--- src/rtl/instr_fetch_if.sv ---
// instr_fetch_if: instruction memory read bus between the fetch stage (master) and memory (slave).
//   mem_rd    master->slave  read request, held until mem_ready
//   mem_addr  master->slave  read address, stable while mem_rd=1
//   mem_rdata slave->master  read data, valid when mem_ready=1
//   mem_ready slave->master  data available for the current request
interface instr_fetch_if #(
    parameter int ADDR_W = 8,
    parameter int DATA_W = 16
);
    logic              mem_rd;
    logic [ADDR_W-1:0] mem_addr;
    logic [DATA_W-1:0] mem_rdata;
    logic              mem_ready;
    modport master(output mem_rd, mem_addr, input mem_rdata, mem_ready);
    modport slave(input mem_rd, mem_addr, output mem_rdata, mem_ready);
endinterface

--- src/rtl/instr_fetch.sv ---
// instr_fetch: fetch stage holding PC and IR, reading words over a ready/valid memory bus.
//   clk, reset   rising-edge clock, asynchronous active-high reset
//   run          leave IDLE and start fetching from PC
//   mem          memory read bus (master side)
//   instr_out    IR contents; instr_valid marks it unconsumed
//   instr_taken  controller consumes instr_out; pc_load/pc_target redirect PC on take
//   pc_out       address of the word in instr_out
//   halted       a HALT opcode was consumed; only reset leaves this state
module instr_fetch #(
    parameter int         ADDR_W  = 8,
    parameter int         DATA_W  = 16,
    parameter logic [2:0] HALT_OP = 3'b111
) (
    input  logic               clk,
    input  logic               reset,
    input  logic               run,
    instr_fetch_if.master      mem,
    output logic [DATA_W-1:0]  instr_out,
    output logic               instr_valid,
    input  logic               instr_taken,
    input  logic               pc_load,
    input  logic [ADDR_W-1:0]  pc_target,
    output logic [ADDR_W-1:0]  pc_out,
    output logic               halted
);
    typedef enum logic [1:0] {IDLE, REQ, VALID, HALT} state_t;
    state_t            state, state_d;
    logic [ADDR_W-1:0] pc;
    logic [DATA_W-1:0] ir;
    logic              is_halt;
    logic              take;
    assign is_halt     = ir[DATA_W-1 -: 3] == HALT_OP;
    assign take        = state == VALID && instr_taken;
    assign mem.mem_rd   = state == REQ;
    assign mem.mem_addr = state == REQ ? pc : '0;
    assign instr_valid = state == VALID;
    assign halted      = state == HALT;
    assign instr_out   = ir;
    always_ff @(posedge clk or posedge reset) begin
        if (reset) state <= IDLE;
        else       state <= state_d;
    end
    always_comb begin
        state_d = state;
        unique case (state)
            IDLE:  state_d = run ? REQ : IDLE;
            REQ:   state_d = mem.mem_ready ? VALID : REQ;
            VALID: state_d = !instr_taken ? VALID : is_halt ? HALT : REQ;
            HALT:  state_d = HALT;
        endcase
    end
    // PC is advanced at capture time, so a plain take needs no PC update.
    always_ff @(posedge clk or posedge reset) begin
        if (reset) begin
            pc     <= '0;
            ir     <= '0;
            pc_out <= '0;
        end else if (state == REQ && mem.mem_ready) begin
            ir     <= mem.mem_rdata;
            pc_out <= pc;
            pc     <= pc + 1'b1;
        end else if (take && !is_halt && pc_load) begin
            pc     <= pc_target;
        end
    end
endmodule
--- src/flat_wrapper.sv ---
// flat-port wrapper written by rule: the top's interface ports become plain ports
module instr_fetch_flat 
#(
    parameter int         ADDR_W  = 8,
    parameter int         DATA_W  = 16,
    parameter logic [2:0] HALT_OP = 3'b111
)
  (clk, reset, run, instr_out, instr_valid, instr_taken, pc_load, pc_target, pc_out, halted, mem_mem_rd, mem_mem_addr, mem_mem_rdata, mem_mem_ready);
  instr_fetch_if #(.ADDR_W(ADDR_W), .DATA_W(DATA_W)) mem_i ();
  input  logic clk;
  input  logic reset;
  input  logic run;
  output logic [DATA_W-1:0] instr_out;
  output logic instr_valid;
  input  logic instr_taken;
  input  logic pc_load;
  input  logic [ADDR_W-1:0] pc_target;
  output logic [ADDR_W-1:0] pc_out;
  output logic halted;
  output wire logic [$bits(mem_i.mem_rd)-1:0] mem_mem_rd;
  output wire logic [$bits(mem_i.mem_addr)-1:0] mem_mem_addr;
  input wire logic [$bits(mem_i.mem_rdata)-1:0] mem_mem_rdata;
  input wire logic [$bits(mem_i.mem_ready)-1:0] mem_mem_ready;
  assign mem_mem_rd = mem_i.mem_rd;
  assign mem_mem_addr = mem_i.mem_addr;
  assign mem_i.mem_rdata = mem_mem_rdata;
  assign mem_i.mem_ready = mem_mem_ready;
  instr_fetch #(.ADDR_W(ADDR_W), .DATA_W(DATA_W), .HALT_OP(HALT_OP)) u_core (.clk(clk), .reset(reset), .run(run), .mem(mem_i), .instr_out(instr_out), .instr_valid(instr_valid), .instr_taken(instr_taken), .pc_load(pc_load), .pc_target(pc_target), .pc_out(pc_out), .halted(halted));
endmodule
--- config.mk ---
export PLATFORM = sky130hd
export DESIGN_NAME = instr_fetch_flat
export DESIGN_NICKNAME = d
export VERILOG_FILES = /design/src/rtl/instr_fetch_if.sv /design/src/rtl/instr_fetch.sv /design/src/flat_wrapper.sv
export SDC_FILE = /design/constraint.sdc
export NUM_CORES = 1
export LEC_CHECK = 0
export CAP_MARGIN = 30
export CORE_MARGIN = 2
export CORE_UTILIZATION = 39
export CTS_BUF_LIST = sky130_fd_sc_hd__clkbuf_4
export DETAILED_ROUTE_END_ITERATION = 12
export GPL_ROUTABILITY_DRIVEN = 1
export PLACE_DENSITY = 0.78
export SLEW_MARGIN = 5
export SYNTH_ARGS = -nofsm -noshare
export SYNTH_HDL_FRONTEND = slang
export SYNTH_SLANG_ARGS = --single-unit
--- constraint.sdc ---
create_clock -name clk -period 1.4 [get_ports clk]
set_input_delay 0.28 -clock clk [delete_from_list [all_inputs] [get_ports clk]]
set_output_delay 0.28 -clock clk [all_outputs]
set_load 0.02 [all_outputs]
==> metrics <==
HPWL after DPL=between 2 and 3 mm; core area=approximately 3700 um2; Worst path slowest cell=dfrtp_1; I/O pins=65; Synth-to-Final Area Change=75.5%; combinational cell fraction of total power=around three fifths; yosys warns=0; initial cell density of the core=between 40% and 50%; Mapped Area=roughly 1500 um2; row cnt=22; Clock power frac=8.8%; Final WS setup=-158 ps; Non-Filler Cell Area, Final=approximately 2600 um2; relative slew slack=82.9%; grt ovf=0; Leakage=roughly 1.4 nW; routed vias/inst=4.83; initial DRC count=approximately 110; post-layout min period=approximately 1600 ps; Clock Skew=9.64 ps; PortBufs=64; Worst-path clk slew=~100 ps; die area=roughly 4400 um2; final hold violations=0; DRC=0; Synth Instances=around 170; DIE HEIGHT=approximately 66 um; crit path kind=flip-flop to output port; Total Routing Usage GR=~22%; global-route wire length before repair=7.11 mm; outcome=complete, but fails checks; initial antenna violation count=0; Finish-stage setup viols=17; placed standard-cell area=~2400 um2; vias in the first global route=approximately 1500; WL/cell=~13 um; worst slew pin tran=~250 ps; Sw Share=between 40% and 50%; Synth cell types=28; CTS root buffer=clkbuf_4; overall power=roughly 0.0056 W; clock buffer count from CTS=5; Max IR drop VDD=1.21 mV; RSZ-0062 raised after global routing=true; antenna violation net count after detailed routing=0; First-pass DRT Iterations=4; final hold slack=approximately 280 ps; failing checks=negative setup slack; sw power=~0.0023 W; number of max-cap violations=0; Syn Nets=about 200; Final nets=around 300; largest net degree at the start of global routing=35; CTS H-Tree Depth=2; die width=~66 um; CTS max path bufs=2; cell repeated most along the worst path=buf_6; worst hold path type=primary input to asynchronous set/reset pin; sequential fraction of the synthesis area=approximately 57%; Vias=roughly 1500; Final period util=111%; Crit path required time=roughly 1100 ps; clk_lat worst skew=330 ps; gpl congestion=a little over 0.8; final setup TNS=-1730 ps; Cell Pwr Density=approximately 2100 nW/um2; routed wire length=roughly 4.3 mm; Cell Chain, Critical Path=nor2_4 > buf_6 > and2_4 > buf_6; f_max=642 MHz; clk sink count=34; post-synthesis area per instance=9.01 um2; sequential share of power=30.4%; P_int=0.00330 W; CP startpoint kind=flip-flop; CP max stage delay=440 ps; worst-path maximum fanout=6; post-synthesis sequential element count=34; CTS Hold Bufs=0; antenna fix cells=0; Worst Setup End Kind=output port; share of cells above drive strength 1=between 30% and 40%; Crit path arrival time=about 1300 ps; CTS tree=done; Slew Limit Fails=0
==> per-stage QoR <==
stage / instances / util, % / setup WS [ps]
4_1_cts: 322 / 71.7 / -172
2_1_floorplan: 167 / - / -45.8
3_5_place_dp: 304 / 65.8 / -298
6_report: 320 / 71.5 / -158
5_1_grt: 320 / 71.5 / -218
3_3_place_gp: 304 / 65.8 / -261
==> cell usage in the layout (no fill, tap or decap), types with 3 or more instances in the layout <==
master / n
dlygate4sd2_1: 21
buf_6: 19
buf_2: 3
nand2_1: 71
nor2_1: 3
o21ai_0: 3
nand2_2: 3
dfrtp_1: 33
buf_4: 31
nand3_1: 5
clkdlybuf4s50_1: 29
and2_4: 9
clkbuf_4: 5
==> final timing paths <==
path                                               from                               to  slack [ps]  cells past startpoint
setup / recovery              u_core.state[1]$_DFF_PP0_                  mem_mem_addr[6]        -160                      4
hold / removal                                    reset  u_core.instr_out[2]$_DFFE_PP0P_         280                      3
setup reg to reg              u_core.state[1]$_DFF_PP0_         u_core.pc[3]$_DFFE_PP0P_        -120                      6
hold reg to reg            u_core.pc_out[0]$_DFFE_PP0P_     u_core.pc_out[0]$_DFFE_PP0P_         480                      2
max in group asynchronous                         reset        u_core.state[0]$_DFF_PP0_         920                      3
min in group clk                       mem_mem_rdata[7]  u_core.instr_out[7]$_DFFE_PP0P_         460                      3
==> metal layers <==
metal,vias up,GRT usage [%],part of all wire [%]
met5,-,0,0
met4,0,5.61,0.84
met3,6,7.67,8.7
met2,61,36.1,50
met1,716,26.1,40
li1,763,-,-
==> sequential cells by signal, indices dropped and copies added, names as in the netlist <==
register          flops
u_core.instr_out     16
u_core.pc             8
u_core.pc_out         8
u_core.state          2
==> critical path, delay by kind of cell, from the launching register on <==
kind	cells	cell delay, ps
and+or+nand+nor	2	270
DFF	1	440
buffers and inverters	2	250
==> kinds of logic (layout without fill, tap and decap cells) <==
logic type / count (synthesis) / after routing / share of synthesized area [%]
AOI/OAI and AO/OA: 16 / 16 / 7.90
adders and majority gates: 1 / 1 / 0.832
buffers and inverters: 9 / 114 / 3.08
DFF: 34 / 34 / 56.6
and+or+nand+nor: 107 / 107 / 31.6
==> final cells by class <==
type,count,area (um2)
Clock buffer,5,37.5
Clock inverter,2,10.0
Fill cell,304,1050
Inverter,2,7.51
Multi-Input combinational cell,124,701
Sequential cell,34,852
Tap cell,48,60.1
Timing Repair Buffer,105,971
==> Yosys cell counts <==
cell type   n  share of area [%]
nand2_1    74                 18
dfrtp_1    34                 57
and2_1      9                3.7
nand3_1     6                2.0
nor2_1      6                1.5
clkbuf_1    4                1.0
a211oi_1    3                1.5
o21ai_0     3                1.0
a221o_1     2                1.3
a311oi_1    2                1.2
and3_1      2               0.83
and3b_1     2                1.2
inv_1       2               0.50
nand4_1     2               0.83
nor3_1      2               0.67
o211ai_1    2                1.0
a21oi_1     1               0.33
a21oi_2     1               0.58
a22o_1      1               0.58
a31oi_1     1               0.42
and3_4      1               0.75
and4_1      1               0.58
buf_2       1               0.33
buf_4       1               0.50
buf_6       1               0.75
ha_1        1               0.83
nand3b_1    1               0.50
nor2b_2     1               0.58
==> power groups by stage <==
stage               combinational [W]  clock (W)  sequential, W
finish                        0.00341   0.000495        0.00170
global placement              0.00310          0        0.00169
detailed placement            0.00316          0        0.00171
floorplan                     0.00103          0        0.00218
CTS                           0.00343   0.000510        0.00170
global route                  0.00371   0.000561        0.00176
==> repair_timing <==
| item | 4_1_cts | 5_1_grt |
|---|---|---|
| gates cloned | 0 | 0 |
| pin swaps | 19 | 11 |
| endpoints found under the setup margin | 41 | 46 |
| resized for setup | 126 | 11 |
| setup buffers | 11 | 3 |
No activity file was read; power rests on OpenSTA's default activity.
